File: config.mk
export PLATFORM = sky130hd
export DESIGN_NAME = sad_pair_engine
export DESIGN_NICKNAME = d
export VERILOG_FILES = /design/src/rtl/sad_pair_engine.sv
export SDC_FILE = /design/constraint.sdc
export NUM_CORES = 1
export LEC_CHECK = 0
export CELL_PAD_IN_SITES_DETAIL_PLACEMENT = 0
export CELL_PAD_IN_SITES_GLOBAL_PLACEMENT = 1
export CORE_ASPECT_RATIO = 0.8
export CORE_MARGIN = 2
export CORE_UTILIZATION = 33
export CTS_CLUSTER_SIZE = 20
export DETAILED_ROUTE_END_ITERATION = 12
export PLACE_DENSITY_LB_ADDON = 0.12
export SYNTH_ARGS = -nofsm -noshare
export SYNTH_HDL_FRONTEND = slang
export SYNTH_SLANG_ARGS = --single-unit
File: constraint.sdc
create_clock -name clk -period 2.3 [get_ports clk]
set_clock_uncertainty 0.1 [all_clocks]
set_input_delay 0.46 -clock clk [delete_from_list [all_inputs] [get_ports clk]]
set_output_delay 0.46 -clock clk [all_outputs]
set_load 0.01 [all_outputs]
File: src/rtl/sad_pair_engine.sv
// Dual-candidate SAD engine: accumulates |A-W| and |B-W| over NPIX pixel triples
// and presents tagged result pairs on a valid/ready handshake, num_pairs per start.
module sad_pair_engine #(
    parameter int NPIX     = 16,
    parameter int TAG_STEP = 4
) (
    input  logic        clk,
    input  logic        rst_n,
    input  logic        start,
    input  logic [31:0] tag_base,
    input  logic [7:0]  num_pairs,
    input  logic        pix_valid,
    output logic        pix_ready,
    input  logic [7:0]  window_pix,
    input  logic [7:0]  frame_pix_A,
    input  logic [7:0]  frame_pix_B,
    output logic        sad_valid,
    input  logic        sad_ready,
    output logic [12:0] SAD_value_small_A,
    output logic [12:0] SAD_value_small_B,
    output logic [31:0] tag_A,
    output logic [31:0] tag_B,
    output logic        busy,
    output logic        done
);

    localparam int CNT_W = $clog2(NPIX + 1);

    localparam logic [1:0] S_IDLE  = 2'd0;
    localparam logic [1:0] S_ACCUM = 2'd1;
    localparam logic [1:0] S_OUT   = 2'd2;

    logic [1:0]       state;
    logic [12:0]      acc_a;
    logic [12:0]      acc_b;
    logic [CNT_W-1:0] pix_cnt;
    logic [7:0]       pairs_left;
    logic [31:0]      tag_a_r;
    logic             done_r;

    logic [7:0] diff_a;
    logic [7:0] diff_b;
    logic       pix_fire;
    logic       sad_fire;
    logic       last_pix;

    always_comb begin
        diff_a   = (frame_pix_A >= window_pix) ? (frame_pix_A - window_pix)
                                               : (window_pix - frame_pix_A);
        diff_b   = (frame_pix_B >= window_pix) ? (frame_pix_B - window_pix)
                                               : (window_pix - frame_pix_B);
        pix_fire = pix_valid && (state == S_ACCUM);
        sad_fire = sad_ready && (state == S_OUT);
        last_pix = (pix_cnt == CNT_W'(NPIX - 1));
    end

    // Handshake outputs decode the state register only, so no input reaches them combinationally.
    assign pix_ready         = (state == S_ACCUM);
    assign sad_valid         = (state == S_OUT);
    assign busy              = (state != S_IDLE);
    assign done              = done_r;
    assign SAD_value_small_A = acc_a;
    assign SAD_value_small_B = acc_b;
    assign tag_A             = tag_a_r;
    assign tag_B             = tag_a_r + 32'(TAG_STEP);

    always_ff @(posedge clk or negedge rst_n) begin
        if (!rst_n) begin
            state      <= S_IDLE;
            acc_a      <= '0;
            acc_b      <= '0;
            pix_cnt    <= '0;
            pairs_left <= '0;
            tag_a_r    <= '0;
            done_r     <= 1'b0;
        end else begin
            done_r <= 1'b0;
            case (state)
                S_IDLE: begin
                    if (start) begin
                        tag_a_r    <= tag_base;
                        pairs_left <= num_pairs;
                        acc_a      <= '0;
                        acc_b      <= '0;
                        pix_cnt    <= '0;
                        if (num_pairs == 8'd0) begin
                            done_r <= 1'b1;
                        end else begin
                            state <= S_ACCUM;
                        end
                    end
                end
                S_ACCUM: begin
                    if (pix_fire) begin
                        acc_a   <= acc_a + {5'd0, diff_a};
                        acc_b   <= acc_b + {5'd0, diff_b};
                        pix_cnt <= pix_cnt + 1'b1;
                        if (last_pix) begin
                            state <= S_OUT;
                        end
                    end
                end
                S_OUT: begin
                    if (sad_fire) begin
                        pairs_left <= pairs_left - 8'd1;
                        // A pair covers two adjacent candidates, so the next A skips past this B.
                        if (pairs_left > 8'd1) begin
                            tag_a_r <= tag_a_r + 32'(2 * TAG_STEP);
                            acc_a   <= '0;
                            acc_b   <= '0;
                            pix_cnt <= '0;
                            state   <= S_ACCUM;
                        end else begin
                            state  <= S_IDLE;
                            done_r <= 1'b1;
                        end
                    end
                end
                default: state <= S_IDLE;
            endcase
        end
    end

endmodule
* Yosys cells after proc, flatten, opt, wreduce, memory -nomap -nowiden
Cells that the tools add are included.
** Word-level totals
- Register bits after elaboration :: 74
** Cells by class
- Add/subtract/negate cells :: 10
- Magnitude comparators :: 3
- Eq/ne operators :: 9
- Mux-type cells :: 33
- Reduce and logical (&&, ||, !) cells :: 11
** Operator list (count)
- 32-bit 2-to-1 mux :: 3
- 13-bit one-hot mux with 3 select lines :: 2
- 13-bit 2-to-1 mux :: 5
- 32-bit one-hot mux with 2 select lines :: 1
- 32-bit by 3-bit adder with 32-bit output, second input constant :: 1
- 32-bit by 4-bit adder with 32-bit output, second input constant :: 1
- 8-bit 2-to-1 mux :: 4
- 8-bit subtractor :: 4
- 13-bit by 8-bit adder with 13-bit output :: 2
- 5-bit 2-to-1 mux :: 4
- 8-bit greater-or-equal comparator :: 2
- 8-bit one-hot mux with 2 select lines :: 1
- 5-bit one-hot mux with 3 select lines :: 1
- 2-bit 2-to-1 mux :: 5
- 5-bit AND reduction :: 2
- 8-bit by 1-bit > comparator with 1-bit output, second input constant :: 1
- 8-bit logical NOT :: 1
- 2-bit by 1-bit != test with 1-bit output, second input constant :: 4
- 8-bit by 1-bit subtractor with 8-bit output, second input constant :: 1
- 2-bit one-hot mux with 3 select lines :: 1
- 5-bit by 1-bit adder with 5-bit output, second input constant :: 1
- 5-bit by 4-bit equality test with 1-bit output, second input constant :: 1
- 1-bit 2-to-1 mux :: 5
- 2-bit != test, second input constant :: 2
- other kinds (9) :: 11

* Longest topological paths before layout
Gate-level depths: netlist of run 1.
- Depth in word-level cells :: 5
- Gate-level depth with buffers :: 17
- Gate-level depth less buffers :: 17

* Least setup slack after synthesis of run 1
OpenSTA, ideal clock, no wires.
- Kind :: input-to-reg
- Start point :: input port window_pix[3]
- End point :: register acc_a[8] (netlist: SAD_value_small_A[8])
- Setup time :: 0.077 ns
- Arrival :: 3.681 ns
- Required time :: 2.123 ns
- Slack :: -1.558 ns
- Stages :: 14
- Path buffers :: 1
- Path through :: inv_1 > ha_1 > buf_2 > a21oi_1 > a31oi_1 > nor2_4 > mux2_2 > o31a_1 > ha_1 > o21ai_0 > nand2b_1 > a2111oi_1 > o21ai_0 > a21oi_1
** Between the ends
- Longest elaborated chain between the ends :: 5
- Elaborated cells on any way between the ends :: 7
- Those cells by class :: add/sub (3); order compare (1); mux (3)
** Ends and longest elaborated chain
- start, declared :: RTL line 14 : input logic [7:0] window_pix,
- 8-bit subtractor (tied with other cells) :: RTL line 49 : : (window_pix - frame_pix_A);
- 8-bit 2-to-1 mux (*) :: RTL line 48 : diff_a = (frame_pix_A >= window_pix) ? (frame_pix_A - window_pix)
- 13-bit by 8-bit adder with 13-bit output (*) :: RTL line 95 : acc_a <= acc_a + {5'd0, diff_a};
- 13-bit 2-to-1 mux (*) :: RTL line 94 : if (pix_fire) begin
- 13-bit one-hot mux with 3 select lines (*) :: RTL line 78 : case (state)
- end signal, assigned :: RTL line 95
- end, declared :: RTL line 34 : logic [12:0] acc_a;
Mark *: on every way between the ends. The rest lies on a longest branch, timed or not. The select of a mux whose other input is x is not followed.
A chain may end at the register's enable or synchronous reset.

* Worst setup path in the final report of run 1
- Start point :: input port window_pix[0]
- End point :: register acc_b[11] (netlist: SAD_value_small_B[11])
** Between the ends
- Longest elaborated chain between the ends :: 5
- Elaborated cells on any way between the ends :: 7
- Those cells by class :: add/sub (3); order compare (1); mux (3)
** Ends and longest elaborated chain
- 8-bit subtractor (tied with other cells) :: RTL line 51 : : (window_pix - frame_pix_B);
- 8-bit 2-to-1 mux (*) :: RTL line 50 : diff_b = (frame_pix_B >= window_pix) ? (frame_pix_B - window_pix)
- 13-bit by 8-bit adder with 13-bit output (*) :: RTL line 96 : acc_b <= acc_b + {5'd0, diff_b};
- 13-bit 2-to-1 mux (*) :: RTL line 94
- 13-bit one-hot mux with 3 select lines (*) :: RTL line 78
- end signal, assigned :: RTL line 96
- end, declared :: RTL line 35 : logic [12:0] acc_b;
Marks and branches as above.

==> run_results.csv, run 1 <==
group,metric,value,unit
placement,gp_congestion,0.876,
synthesis,ys_seq_area_share,29.0,%
cts,clock_path_buffers,2,
layout,layoutNonFillerInstCount,1440,
die,start_util,33.6,%
layout,syn_to_final_growth,84.9,%
setup_path,cp.required,2.46,ns
layout,drive_above_1_share,42.7,%
layout,multiInputGateArea,0.00526,mm^2
power,irDropWorstVdd,0.684,mV
grt,grt_pass1_wl,39.9,mm
run_status,status,"complete, but fails checks",
route,drtAntennaViolNets,0,
sta,fin_crit_sh,148,%
grt,grt_usage,24.2,%
synthesis,synth_ff_type,"dfrtp_1",
grt,antenna_found_initial,0,
layout,ff_latch_area,0.00185,mm^2
grt,globalRoute.totalOverflow,0,
setup_path,crit_arrival,3.56,ns
layout,diodes,0,
route,wl_per_cell,17.5,um
synthesis,yosysTopAreaCellShare,29.0,%
sta,holdWs,-0.00498,ns
route,dr.pass1.iters,4,
power,powerDensity,1140,mW/mm^2
die,die_area,0.0205,mm^2
placement,io_buffers,162,
setup_path,crit_slowest_cell,"fa_2",
synthesis,syn_nets,901,
setup_path,crit_type,"input pin to flip-flop",
layout,nets,1309,
synthesis,synthTopCellsByCount,"78 x nand2_1, 74 x dfrtp_1, 72 x a21oi_1",
cts,cts_sinks,74,
sta,rsz0062_at_grt,"yes",
cts,ctsHoldBuffers,0,
sta,setup_ws,-1.10,ns
cts,cts_tree,"done",
power,power_switching,5.55,mW
setup_path,cp_num_buf_inv,3,
run,cap_violations,0,
synthesis,async_flop_share,100,%
synthesis,synth_area,0.00638,mm^2
synthesis,syn_area_per_cell,8.29,um^2
power,cellInternalPower,7.94,mW
setup_path,critPathMaxStageDelay,0.38,ns
synthesis,netlist_instances,770,
layout,post-route-cell-area,0.0118,mm^2
grt,grt_max_degree,68,
run_status,violations,"hold timing, setup timing",
die,io_pins,163,
sta,finalMaxSlewViolations,0,
synthesis,synth_area_leaders,"dfrtp_1 29%, ha_1 11%, a21oi_1 5.6%, nand2_1 4.6%, xnor2_1 4.5%",
sta,setup_viol,50,
die,num_rows,45,
placement,post-place-ws,-2.05,ns
setup_path,crit_path_start_kind,"input pin",
min_path,min_path_type,"input pin to async pin",
cts,clock_latency,0.35,ns
sta,worst_pin_slew,0.544,ns
synthesis,synth_top_area_cell,"dfrtp_1",
sta,hold_viol_final,5,
die,die_h,128,um
setup_path,r2r_cells,9,
placement,dpl_cell_area,0.0100,mm^2
cts,ctsHtreeMaxLevel,3,
power,p_clk_share,12.3,%
route,via_count,7454,
cts,path_clk_slew,0.06,ns
setup_path,crit_family,"compound AO/OA/AOI/OAI gates",
synthesis,yosysMostFrequentCell,"nand2_1",
setup_path,end_kind,"flip-flop",
power,leakagePower,5.21,nW
setup_path,rrSetupSlack,0.04,ns
setup_path,crit_fanout,6,
route,wl,25.2,mm
cts,cts_made_buffers,9,
synthesis,synth-seq-cells,74,
synthesis,ys_warn_count,0,
route,via_per_inst,5.18,
synthesis,synth_cell_types,63,
die,die_x,159,um
die,core,0.0190,mm^2
sta,worst_slew_margin_rel,63.8,%
power,netSwitchingFraction,41.1,%
sta,min_period,3.40,ns
placement,dp_hpwl,17.9,mm
synthesis,synth_edf_count,0,
power,p_comb_share,69.5,%
setup_path,crit_chain,"buf_8, buf_6, ha_4, inv_4, fa_2, nand3_4, a31oi_4, nor2_4, mux2i_2, o21ai_1, xnor2_1, ha_1, a21oi_2, nand2_1, a31o_4, a31oi_4, o21ai_1, a21oi_1",
setup_path,timing.rr.end,"SAD_value_small_A[10]",
power,p_total,13.5,mW
cts,root_buffer,"clkbuf_16",
sta,max_freq,294,MHz
layout,fillCellCount,1586,
setup_path,r2r_start,"SAD_value_small_A[0]",
power,power.share.sequential,18.2,%
placement,dp_cells,1350,
route,drc,0,
grt,first_global_vias,7669,
route,drt_iter0_markers,467,
setup_path,crit_start,"window_pix[0]",
[power by group through the flow]
stage | clock network, mW | registers [mW] | logic, mW
2_1_floorplan | 0 | 2.70 | 3.59
3_3_place_gp | 0 | 2.41 | 7.83
3_5_place_dp | 0 | 2.44 | 7.94
4_1_cts | 1.70 | 2.43 | 8.61
5_1_grt | 1.76 | 2.53 | 10.1
6_report | 1.66 | 2.45 | 9.38
[cells in the final DEF, fill, tap and decap left out, types with 18 or more instances in the layout]
master	count
nor2_1	41
nand2_1	62
buf_6	54
inv_1	36
buf_2	29
nand4_1	24
a21oi_1	58
dfrtp_1	72
clkdlybuf4s50_1	107
xnor2_1	18
o21ai_0	20
ha_1	35
buf_4	217
ha_4	21
[cell type report]
cell class                      instances  area share [%]
Timing Repair Buffer                  437            32.2
Clock buffer                            9            1.91
Clock inverter                          6           0.975
Sequential cell                        74            15.7
Inverter                               50            1.91
Multi-Input combinational cell        606            44.6
Tap cell                              258            2.73
[per-layer routing]
| metal | GRT usage (%) | vias to the layer above | wire (um) |
|---|---|---|---|
| met5 | 0 | - | 0 |
| met4 | 5.56 | 0 | 312 |
| met3 | 4.48 | 28 | 1190 |
| met2 | 39.5 | 195 | 11900 |
| met1 | 33.6 | 3643 | 11800 |
| li1 | - | 3588 | - |
[kinds of logic after synthesis]
family,Yosys count,synth area share [%]
and+or+nand+nor,246,19.4
adders and majority gates,62,12.9
muxes,22,3.59
buffers and inverters,90,6.04
AOI/OAI and AO/OA,226,22.2
DFF,74,29.0
xor gates and xnor gates,50,6.86
[registers in the layout (all words and copies together), names as in the netlist]
signal and count:
tag_A 32, pairs_left 8, pix_cnt 5, SAD_value_small_A 13
done 1, SAD_value_small_B 13, state 2
[worst reg2reg max path: stages (launching register included)]
cell	delay [ns]
dfrtp_1	0.41
ha_1	0.20
inv_1	0.06
fa_2	0.35
nor2b_1	0.15
o21ai_2	0.06
nand2b_1	0.16
a2111oi_4	0.12
or4_1	0.41
a21oi_1	0.17
[worst max-delay path by stage]
| stage | cells past startpoint | to |
|---|---|---|
| finish | 18 | SAD_value_small_B[11] |
| global route | 19 | SAD_value_small_A[9] |
| CTS | 16 | SAD_value_small_A[8] |
| detailed placement | 17 | SAD_value_small_A[11] |
| global placement | 17 | SAD_value_small_A[11] |
| floorplan | 15 | SAD_value_small_A[11] |
[timing repair]
action,CTS,global route
setup endpoints to repair,53,66
pin swaps,97,83
setup buffers,52,43
hold endpoints to repair,0,0
gates resized for setup,294,113
cloned,0,1
[metrics by stage]
| step | utilization, % | TNS (ns) |
|---|---|---|
| after CTS | 59.4 | -26.56 |
| after global routing | 62.2 | -34.27 |
| after global placement | 52.9 | -47.00 |
| final | 62.2 | -28.72 |
| after detailed placement | 52.9 | -49.95 |
| after floorplan | - | -18.79 |
Note: power is estimated with default switching activity, not from simulation.
==> inputs of run 2 (changes only) <==
--- a/config.mk
+++ b/config.mk
@@ -10,8 +10,10 @@
 export CORE_ASPECT_RATIO = 0.8
 export CORE_MARGIN = 2
 export CORE_UTILIZATION = 33
+export CTS_BUF_LIST = sky130_fd_sc_hd__clkbuf_16
 export CTS_CLUSTER_SIZE = 20
 export DETAILED_ROUTE_END_ITERATION = 12
+export GPL_ROUTABILITY_DRIVEN = 0
 export PLACE_DENSITY_LB_ADDON = 0.12
 export SYNTH_ARGS = -nofsm -noshare
 export SYNTH_HDL_FRONTEND = slang
==> run_results.csv, run 2 (synthesized netlist as in run 1, its figures left out) <==
group,metric,value,unit
run_status,violations,"setup timing",
setup_path,crit_chain,"buf_12, inv_12, ha_4, inv_4, fa_2, nand3_2, a31oi_4, nor2_4, mux2_4, o31a_1, ha_4, o21ai_1, nand2b_1, buf_4, a21o_1, a211o_1, a32o_1",
cts,cts_made_buffers,9,
sta,worst_pin_slew,0.450,ns
sta,fin_crit_sh,150,%
setup_path,critPathMaxStageDelay,0.38,ns
die,num_rows,45,
cts,cts_sinks,74,
power,power_switching,5.52,mW
grt,first_global_vias,7343,
setup_path,crit_path_start_kind,"input pin",
placement,post-place-ws,-2.01,ns
layout,layoutNonFillerInstCount,1429,
die,start_util,33.6,%
grt,grt_pass1_wl,38.1,mm
setup_path,crit_fanout,7,
sta,rsz0062_at_grt,"yes",
sta,hold_viol_final,0,
cts,clock_path_buffers,2,
sta,min_period,3.44,ns
run_status,status,"complete, but fails checks",
cts,clock_latency,0.34,ns
route,via_per_inst,5.16,
power,power.share.sequential,18.9,%
setup_path,crit_slowest_cell,"fa_2",
sta,setup_viol,47,
layout,syn_to_final_growth,83.3,%
placement,dp_cells,1345,
route,dr.pass1.iters,5,
route,drc,0,
setup_path,cp_num_buf_inv,4,
cts,root_buffer,"clkbuf_16",
setup_path,crit_type,"input pin to flip-flop",
route,drt_iter0_markers,439,
power,netSwitchingFraction,42.1,%
layout,drive_above_1_share,42.2,%
layout,diodes,0,
cts,ctsHtreeMaxLevel,3,
layout,fillCellCount,1592,
sta,finalMaxSlewViolations,0,
placement,io_buffers,162,
cts,cts_tree,"done",
power,p_comb_share,71.2,%
min_path,min_from,"pix_cnt[0]",
setup_path,crit_family,"compound AO/OA/AOI/OAI gates",
min_path,min_path_type,"flip-flop to flip-flop",
placement,dp_hpwl,17.6,mm
route,drtAntennaViolNets,0,
grt,globalRoute.totalOverflow,0,
setup_path,cp.required,2.43,ns
grt,grt_usage,23.0,%
grt,antenna_found_initial,0,
setup_path,cpMostUsedCell,"ha_4",
sta,setup_ws,-1.14,ns
sta,holdWs,0.403,ns
setup_path,r2r_start,"SAD_value_small_A[0]",
setup_path,crit_start,"frame_pix_A[0]",
sta,max_freq,290,MHz
sta,worst_slew_margin_rel,70.0,%
die,io_pins,163,
cts,path_clk_slew,0.06,ns
power,irDropWorstVdd,0.714,mV
route,wl_per_cell,17.2,um
die,die_h,128,um
power,powerDensity,1120,mW/mm^2
route,wl,24.6,mm
grt,grt_max_degree,68,
layout,final_cell_mix,"203 x buf_4, 108 x clkdlybuf4s50_1, 70 x dfrtp_1, 65 x nand2_1",
layout,layout_commonest_cell,"buf_4",
setup_path,end_kind,"flip-flop",
die,die_area,0.0205,mm^2
layout,nets,1297,
die,die_x,159,um
power,leakagePower,5.14,nW
power,p_clk_share,9.8,%
layout,largest_register_ffs,32,
die,core,0.0190,mm^2
run,cap_violations,0,
route,via_count,7370,
setup_path,crit_arrival,3.57,ns
power,cellInternalPower,7.60,mW
[run 2: timing repair]
item,in CTS,in global routing
hold buffers,1,0
endpoints found under the setup margin,53,70
gates resized for setup,269,117
cloned,0,3
setup buffers,43,39
pin swaps,80,104
hold endpoints to repair,26,0
[run 2: path summary, 6_finish.rpt]
path / endpoint / slack (ns) / cells after the start
worst min register to register: pix_cnt[0] / 0.40 / 1
worst min-delay path: pix_cnt[0] / 0.40 / 1
max in group asynchronous: SAD_value_small_B[0] / 0.95 / 3
min in group asynchronous: SAD_value_small_A[3] / 0.49 / 2
worst max register to register: SAD_value_small_A[6] / -0.04 / 10
worst max-delay path: SAD_value_small_A[6] / -1.14 / 17
[run 2: power by group through the flow]
| stage | clock network, mW | registers [mW] | logic, mW |
|---|---|---|---|
| finish | 1.29 | 2.49 | 9.35 |
| global route | 1.37 | 2.56 | 10.1 |
| CTS | 1.32 | 2.44 | 8.38 |
| detailed placement | 0 | 2.44 | 7.89 |
| global placement | 0 | 2.41 | 7.78 |
| floorplan | 0 | 2.70 | 3.59 |
[run 2: layout make-up]
type                       count  area (um^2)  area share, %
clock inverter                 7         37.5          0.321
clock buffer                   9          225           1.93
sequential                    74         1860           15.9
tap                          258          323           2.76
timing repair buffer         425         3750           32.1
multi-input combinational    606         5280           45.2
inverter                      50          220           1.88
[run 2: worst reg2reg max path: stages (launching register included)]
cell and delay (ns):
dfrtp_1 0.42, ha_1 0.25, inv_1 0.09, fa_2 0.24, nor2b_1 0.06, o21ai_1 0.13
nand2b_1 0.13, buf_4 0.16, a21o_1 0.14, a211o_1 0.25, a32o_1 0.24
[run 2: per-stage QoR]
stage                     TNS (ns)  instance area, um^2  util, %  power [mW]
final                       -28.44                11700     61.7        13.1
after global routing        -33.68                11700     61.7        14.0
after CTS                   -27.54                11000     57.9        12.1
after detailed placement    -48.77                10000     52.7        10.3
after global placement      -46.55                10000     52.7        10.2
after floorplan             -18.79                 6760        -        6.29
[run 2: metal layers]
layer	up-vias	track usage, %	wire length (um)
met5	-	0	0
li1	3570	-	-
met1	3585	32.0	11600
met3	24	4.22	1230
met4	0	4.81	288
met2	191	37.8	11600
